<file path="config.mk">
export PLATFORM = sky130hd
export DESIGN_NAME = decode_stage
export DESIGN_NICKNAME = d
export VERILOG_FILES = /design/src/rtl/decode_stage.sv
export SDC_FILE = /design/constraint.sdc
export NUM_CORES = 1
export LEC_CHECK = 0
export CAP_MARGIN = 20
export CORE_MARGIN = 2
export CORE_UTILIZATION = 50
export CTS_CLUSTER_SIZE = 16
export DETAILED_ROUTE_END_ITERATION = 10
export PLACE_DENSITY = 0.77
export RECOVER_POWER = 25
export SETUP_SLACK_MARGIN = 0.3
export SLEW_MARGIN = 0
export SYNTH_ARGS = -nofsm -noshare
export SYNTH_HDL_FRONTEND = slang
export SYNTH_SLANG_ARGS = --single-unit
</file>
<file path="constraint.sdc">
create_clock -name clk -period 9 [get_ports clk]
set_clock_uncertainty 0.1 [all_clocks]
set_input_delay 0.9 -clock clk [delete_from_list [all_inputs] [get_ports clk]]
set_output_delay 0.9 -clock clk [all_outputs]
set_load 0.01 [all_outputs]
</file>
<file path="src/rtl/decode_stage.sv">
// RV32I decode stage: register file, in-flight scoreboard, hazard detect
// and the registered DE bundle handed to execute.
module decode_stage #(
  parameter int          NUM_REGS = 32,
  parameter logic [31:0] RESET_PC = 32'd0
) (
  input  logic        clk,
  input  logic        rst,
  input  logic [31:0] FD_pc,
  input  logic [31:0] FD_inst,
  input  logic        wb_en,
  input  logic [4:0]  wb_rd,
  input  logic [31:0] wb_data,
  output logic        is_data_hazard,
  output logic        DE_valid,
  output logic [31:0] DE_pc,
  output logic [6:0]  DE_opcode,
  output logic [2:0]  DE_funct3,
  output logic        DE_funct7b5,
  output logic [4:0]  DE_rd,
  output logic        DE_reg_we,
  output logic [31:0] DE_rs1_val,
  output logic [31:0] DE_rs2_val,
  output logic [31:0] DE_imm,
  output logic        DE_illegal
);

  localparam logic [6:0] OP_LUI   = 7'b0110111;
  localparam logic [6:0] OP_AUIPC = 7'b0010111;
  localparam logic [6:0] OP_JAL   = 7'b1101111;
  localparam logic [6:0] OP_JALR  = 7'b1100111;
  localparam logic [6:0] OP_BR    = 7'b1100011;
  localparam logic [6:0] OP_LOAD  = 7'b0000011;
  localparam logic [6:0] OP_STORE = 7'b0100011;
  localparam logic [6:0] OP_IMM   = 7'b0010011;
  localparam logic [6:0] OP_OP    = 7'b0110011;

  logic [31:0]         rf_q [NUM_REGS];
  logic [NUM_REGS-1:0] pend_q, pend_d;

  logic [6:0] opc;
  logic [4:0] rd, rs1, rs2;
  logic is_lui, is_auipc, is_jal, is_jalr, is_br;
  logic is_load, is_store, is_opimm, is_op;
  logic legal, illegal_op, use_rs1, use_rs2, writer;
  logic haz_rs1, haz_rs2, haz_waw, issue;
  logic [31:0] imm, rs1_val, rs2_val;

  assign opc = FD_inst[6:0];
  assign rd  = FD_inst[11:7];
  assign rs1 = FD_inst[19:15];
  assign rs2 = FD_inst[24:20];

  assign is_lui   = opc == OP_LUI;
  assign is_auipc = opc == OP_AUIPC;
  assign is_jal   = opc == OP_JAL;
  assign is_jalr  = opc == OP_JALR;
  assign is_br    = opc == OP_BR;
  assign is_load  = opc == OP_LOAD;
  assign is_store = opc == OP_STORE;
  assign is_opimm = opc == OP_IMM;
  assign is_op    = opc == OP_OP;

  // Opcode 0 is not a legal class, so a bubble is never legal.
  assign legal = is_lui | is_auipc | is_jal | is_jalr | is_br
               | is_load | is_store | is_opimm | is_op;
  assign illegal_op = (FD_inst != 32'd0) && !legal;

  assign use_rs1 = is_jalr | is_br | is_load | is_store
                 | is_opimm | is_op;
  assign use_rs2 = is_br | is_store | is_op;
  assign writer  = (is_lui | is_auipc | is_jal | is_jalr
                 | is_load | is_opimm | is_op) && (rd != 5'd0);

  assign haz_rs1 = use_rs1 && pend_q[rs1]
                && !(wb_en && wb_rd == rs1);
  assign haz_rs2 = use_rs2 && pend_q[rs2]
                && !(wb_en && wb_rd == rs2);
  assign haz_waw = writer && pend_q[rd]
                && !(wb_en && wb_rd == rd);

  assign is_data_hazard = !rst && legal
                       && (haz_rs1 || haz_rs2 || haz_waw);
  assign issue = legal && !is_data_hazard;

  always_comb begin
    imm = 32'd0;
    unique case (1'b1)
      is_lui, is_auipc:
        imm = {FD_inst[31:12], 12'd0};
      is_jal:
        imm = {{12{FD_inst[31]}}, FD_inst[19:12],
               FD_inst[20], FD_inst[30:21], 1'b0};
      is_jalr, is_load, is_opimm:
        imm = {{20{FD_inst[31]}}, FD_inst[31:20]};
      is_store:
        imm = {{20{FD_inst[31]}}, FD_inst[31:25],
               FD_inst[11:7]};
      is_br:
        imm = {{20{FD_inst[31]}}, FD_inst[7],
               FD_inst[30:25], FD_inst[11:8], 1'b0};
      default: imm = 32'd0;
    endcase
  end

  // Write-through: a same-cycle writeback is visible to the reader.
  always_comb begin
    rs1_val = rf_q[rs1];
    if (wb_en && wb_rd == rs1) rs1_val = wb_data;
    if (rs1 == 5'd0) rs1_val = 32'd0;
    rs2_val = rf_q[rs2];
    if (wb_en && wb_rd == rs2) rs2_val = wb_data;
    if (rs2 == 5'd0) rs2_val = 32'd0;
  end

  // Clear first so a same-cycle issue to the same rd keeps the bit set.
  always_comb begin
    pend_d = pend_q;
    if (wb_en && wb_rd != 5'd0) pend_d[wb_rd] = 1'b0;
    if (issue && writer) pend_d[rd] = 1'b1;
    pend_d[0] = 1'b0;
  end

  always_ff @(posedge clk) begin
    if (wb_en && wb_rd != 5'd0) rf_q[wb_rd] <= wb_data;
  end

  always_ff @(posedge clk) begin
    if (rst) begin
      pend_q      <= '0;
      DE_valid    <= 1'b0;
      DE_pc       <= RESET_PC;
      DE_opcode   <= 7'd0;
      DE_funct3   <= 3'd0;
      DE_funct7b5 <= 1'b0;
      DE_rd       <= 5'd0;
      DE_reg_we   <= 1'b0;
      DE_rs1_val  <= 32'd0;
      DE_rs2_val  <= 32'd0;
      DE_imm      <= 32'd0;
      DE_illegal  <= 1'b0;
    end else begin
      pend_q <= pend_d;
      if (illegal_op) DE_illegal <= 1'b1;
      if (issue) begin
        DE_valid    <= 1'b1;
        DE_pc       <= FD_pc;
        DE_opcode   <= opc;
        DE_funct3   <= FD_inst[14:12];
        DE_funct7b5 <= FD_inst[30];
        DE_rd       <= writer ? rd : 5'd0;
        DE_reg_we   <= writer;
        DE_rs1_val  <= use_rs1 ? rs1_val : 32'd0;
        DE_rs2_val  <= use_rs2 ? rs2_val : 32'd0;
        DE_imm      <= imm;
      end else begin
        DE_valid    <= 1'b0;
        DE_pc       <= RESET_PC;
        DE_opcode   <= 7'd0;
        DE_funct3   <= 3'd0;
        DE_funct7b5 <= 1'b0;
        DE_rd       <= 5'd0;
        DE_reg_we   <= 1'b0;
        DE_rs1_val  <= 32'd0;
        DE_rs2_val  <= 32'd0;
        DE_imm      <= 32'd0;
      end
    end
  end

endmodule

</file>
After elaboration in Yosys (flattened, before gate mapping)
Memory sizes are Yosys's and may differ from the RTL's. A register that Yosys moved wholly into a read port is not among the register bits.
Cells that the tools add are included.

operators by class
  order comparisons = 6
  eq/ne operators = 12
  muxes and demuxes = 16
  bitwise gates (word level) = 25
  reductions and logical operators = 37

operator list
  kind                                                                           number
  32-bit case mux with 5 select lines                                            1
  32-bit two-way mux                                                             2
  32-bit AND                                                                     1
  32-bit NOT                                                                     1
  32-bit OR                                                                      1
  32-bit nonzero test                                                            1
  5-bit by 6-bit less-than comparator with 1-bit output (second input constant)  4
  7-bit by 6-bit == test with 1-bit output (second input constant)               3
  7-bit == test (second input constant)                                          3
  1-bit logical AND                                                              18
  1-bit OR                                                                       18
  1-bit binary-select mux with 5-bit select                                      3
  5-bit == test                                                                  3
  7-bit by 5-bit == test with 1-bit output (second input constant)               2
  1-bit demux with 5-bit select                                                  2
  5-bit by 1-bit >= comparator with 1-bit output (second input constant)         2
  5-bit zero test                                                                2
  5-bit nonzero test                                                             2
  1-bit two-way mux                                                              8
  4-bit OR reduction                                                             2
  7-bit by 2-bit == test with 1-bit output (second input constant)               1
  1-bit zero test                                                                6
  3-bit OR reduction                                                             2
  1-bit NOT                                                                      4
  other kinds (2)                                                                4

storage, ports and cells
  flip-flop bits (word level) = 115
  RAM bits = 1024
  input bits = 104
  output and inout bits = 148
  word-level logic and storage cells = 108
  memories = 1

memories
  name  words  bits a word  read ports  clocked after Yosys merged registers in  write ports  RTL line  RTL
  rf_q  32     32           2           2                                        1            38        logic [31:0] rf_q [NUM_REGS];

Logic depth before layout (Yosys ltp)
  depth after elaboration = 16
  depth in mapped cells = 10

Worst setup path after synthesis
No wires, ideal clock.

  path type = input-to-reg
  start point = input port wb_rd[4]
  end point = register pend_q[18]
  setup time = 134 ps
  data arrival time = 4258 ps
  data required time = 8766 ps
  setup slack = 4508 ps
  cell stages on the path = 5
  path buffers = 1
  cell sequence = clkbuf_1 nand3_1 nor3b_1 or3b_2 o21ai_0

on the way
  longest elaborated chain between the ends = 11
  elaborated cells on any way between the ends = 30
  classes of those cells = order compare: 2; eq/ne: 3; mux: 4; bitwise: 3; reduce/logical: 18

ends and longest elaborated chain
  what                                                                                            RTL line  RTL
  start, declared                                                                                 12        input logic [4:0] wb_rd,
  branches (longest 10 deep; another with 5-bit by 6-bit less-than comparator with 1-bit output)  -
  32-bit two-way mux (*)                                                                          120       if (issue && writer) pend_d[rd] = 1'b1;
  end signal, assigned                                                                            143       pend_q <= pend_d;
  end, declared                                                                                   39        logic [NUM_REGS-1:0] pend_q, pend_d;

Every way passes the cells marked *.
A chain may end at the register's enable or synchronous reset.

Worst setup path in the final report
  start point = input port FD_inst[21]
  end point = output port is_data_hazard

on the way
  longest elaborated chain between the ends = 7
  elaborated cells on any way between the ends = 10
  classes of those cells = eq/ne: 1; mux: 2; reduce/logical: 7

ends and longest elaborated chain
  what                                                                          RTL line  RTL
  start, declared                                                               10        input logic [31:0] FD_inst,
  1-bit binary-select mux with 5-bit select or 5-bit == test (tied branches)    -
  1-bit two-way mux (implied by the code) or 1-bit logical AND (tied branches)  -
  1-bit logical AND or 1-bit zero test (tied branches)                          77, 78
  1-bit logical AND (*)                                                         78        && !(wb_en && wb_rd == rs2);
  1-bit logical OR (*) (2 in a row)                                             83        && (haz_rs1 || haz_rs2 || haz_waw);
  1-bit logical AND (*)                                                         83
  end, declared                                                                 14        output logic is_data_hazard,

Every way passes the cells marked *; elsewhere a longest branch is shown, timed or not. The select of a mux whose other input is x is not followed.

==> key figures <==
Run status
  • Outcome: finished, final reports clean

CTS
  • Worst-Skew Late Latency: ~0.74 ns
  • Register clock-pin slew on the reported worst setup and hold paths: ~0.060 ns
  • Number of H-tree levels: 3
  • Post_cts resized: 0
  • Largest buffer count on any clock path: 3
  • CTS tree: yes
  • Post-CTS Setup Inserts: 0
  • Cts bufs inserted: 117
  • CTS Root Cell: clkbuf_16
  • # hold bufs at CTS: 0
  • CTS sink cnt: ~1,200

STA
  • Final Hold Fails: 0
  • Final worst setup slack: 3.73 ns
  • Tcrit/Tclk final: 0.586
  • Fmax: around 190 MHz
  • Worst rel slew slack: 0.0530
  • Fin crit period: 5.27 ns
  • Final Setup Violations: 0
  • Max Slew Vio Count: 0
  • Setup TNS: 0 ns
  • RSZ-0062 raised after global routing: no
  • Slew of the pin with the lowest slew margin: 1.42 ns

Place
  • Pre-CTS setup slack: ~3.7 ns
  • Dpl cells: about 4,400
  • DPL Wire Length: roughly 90,000 um
  • Final GP Congestion: 0.939
  • # port buffers: roughly 250
  • Placement Cell Area: 58,400 um^2

Setup path
  • CP Depth: 9
  • Crit Path Class: input port to primary output
  • CP required: around 8.0 ns
  • Worst path max stage delay: 0.76 ns
  • Worst path cell trace: buf_8 -> buf_4 -> xnor2_1 -> nand4_1 -> o21ai_1 -> a2111o_2 -> o211ai_4 -> and2_1 -> clkdlybuf4s50_1
  • Top delay family on crit path: buffers and inverters
  • Crit path DAT: between 4 and 5 ns
  • Slowest stage cell, crit path: buf_4
  • Crit path max fanout: 90
  • CP Capture Type: primary output
  • CP startpoint kind: input port
  • Buffers plus inverters on the worst setup path: 3
  • Reg2Reg Depth: 7

Logic synthesis
  • Distinct cell type count after synthesis: 61
  • Synthesized area: between 50,000 and 60,000 um^2
  • Post-synth top area cell: edfxtp_1
  • Primary FF master, synth: edfxtp_1
  • EDFF count, synth: 1,024
  • Top cells by area, synth: edfxtp_1 (57%), mux4_2 (27%), dfxtp_1 (6.6%)
  • Syn. warnings: 0
  • Cells after synthesis: ~2,900
  • Register area share after synthesis: 0.633
  • Yosys top cell area share: 0.567
  • Synthesized flop and latch total: approximately 1,200
  • Async set-reset flop share out of synthesis: 0
  • Mean post-synth cell area: roughly 19 um^2

Drt
  • Post-Route M1 WL: approximately 57,000 um
  • Drt via density: between 7 and 8
  • Drt pass-1 iters: 8
  • Number of routed nets with antenna violations: 0
  • DR WL met2: between 70,000 and 80,000 um
  • Vias: around 32,000
  • Detailed Route Iter0 Violations: between 5,000 and 6,000
  • DRC viols: 0
  • Met3 WL post-DR: 21,400 um
  • DR WL/cell: approximately 35 um
  • DRT Wirelength: between 150,000 and 200,000 um
  • Max Used Layer: met5

GRT
  • Global-route wire length before repair: 232,000 um
  • Initial antenna violation count: 11
  • Vias in the first global route: between 30,000 and 40,000
  • Gr ovfl total: 0
  • Largest net degree at the start of global routing: ~140
  • GRT Overall Usage: 0.290

Power
  • Power per Cell Area: slightly below 200 nW/um^2
  • LEAKAGE: just under 0.02 uW
  • Max VDD drop: 0.175 mV

Die
  • # IOs: between 200 and 300
  • Die Wd: 333 um
  • Core Region: ~110,000 um^2
  • Starting Density: 0.505
  • FP Rows: between 100 and 150
  • Height of the die: approximately 330 um
  • Die area: ~110,000 um^2

Final layout
  • Share of cells above drive strength 1: 0.317
  • Number of fillers in the final layout: 7,584
  • Final instance area: approximately 63,000 um^2
  • Final nets: about 3,200
  • Fin cells: 4,632
  • Area grow syn2layout: 15.8%
  • Area of the multi-input gates: approximately 19,000 um^2
  • Flip-flop and latch area: between 30,000 and 40,000 um^2

Min path
  • Hold path cells: 2
  • Worst hold path type: flip-flop to flip-flop

Run
  • MaxCap Viol Count: 0
final cells by class:
class	count	area share
multi-input cells	1448	0.306
clock buffers	169	0.0546
diodes	1	0.0000399
clock inverters	53	0.0114
flip-flops and latches	1202	0.547
repair buffers	349	0.0529
inverters	7	0.000419
well taps	1403	0.0280
placed cells by master (no fill, tap or decap), drive strengths merged, types with 9 or more instances in the layout:
cell	n
a21oi	153
buf	87
bufinv	12
clkbuf	190
clkdlybuf4s50	218
clkinv	25
conb	32
dfxtp	178
dlygate4sd3	23
edfxtp	1024
inv	16
mux4	654
nand2	189
nand3	21
nor2	98
nor3	100
o21ai	32
o41ai	9
or3b	34
cells in the mapped netlist (3+ instances only):
library cell and number:
a211oi_1 3, o21ai_1 3, and3b_1 3, nor3_1 100
a211o_1 3, nor4_1 4, and2_1 3, nand3b_1 8
or3b_2 34, nand4_1 4, nand2_1 189, or3_1 8
a22oi_1 7, mux2_2 8, mux2i_1 8, nor2_1 98
inv_1 6, clkbuf_1 87, dfxtp_1 178, nor3b_1 4
edfxtp_1 1024, buf_2 101, a21oi_1 153, a2111oi_0 3
mux4_2 654, buf_4 13, o2111ai_1 3, nand2b_1 4
buf_1 34, xor2_1 8, nand3_1 21, o21ai_0 29
nor2b_1 8, o41ai_2 8, xnor2_1 7
flip-flops by register name, indices dropped and copies added, names as in the netlist:
register	cells
DE_opcode	7
DE_rd	5
DE_funct3	3
DE_imm	32
DE_pc	32
DE_valid	1
DE_illegal	1
DE_funct7b5	1
DE_rs1_val	32
rf_q	1024
DE_rs2_val	32
DE_reg_we	1
pend_q	31
cells by family after synthesis:
kind of cell,after synthesis,share of synthesized area
simple gates,497,0.0436
flops,1202,0.633
compound gates,234,0.0261
xor+xnor,15,0.00242
mux,670,0.275
buf+inv,242,0.0200
other cells,1,0.0000692
power breakdown:
part | leakage (uW) | internal [uW] | total (uW) | switching [uW]
combinational | 0.00705 | 453 | 987 | 534
sequential | 0.0107 | 6110 | 6140 | 31.9
clock | 0.00201 | 3010 | 5200 | 2190
worst paths after layout:
check                        start                       end  slack (ns)
min reg2reg  pend_q[20]$_SDFF_PP0_     pend_q[20]$_SDFF_PP0_        0.45
max reg2reg  pend_q[11]$_SDFF_PP0_  DE_rs2_val[8]$_SDFF_PP0_        5.78
min          pend_q[20]$_SDFF_PP0_     pend_q[20]$_SDFF_PP0_        0.45
max                    FD_inst[21]            is_data_hazard        3.73
tightest hold or removal path: stages, from the launching register on:
cell and delay [ns]:
dfxtp_1 0.34, inv_1 0.08, o32ai_1 0.08
layer usage:
metal,GRT usage,vias to the layer above
li1,-,12500
met1,0.399,16800
met2,0.448,2706
met3,0.0712,440
met4,0.121,4
met5,0,-
through the flow:
stage                      util  total power (uW)  hold WS [ns]
after floorplan               -              6880         0.382
after global routing      0.585             12600         0.458
final                     0.585             12300         0.450
after CTS                 0.583             12400         0.447
after detailed placement  0.544              7230         0.440
after global placement    0.544              7200         0.418
Power figures use the tool's default switching activity.
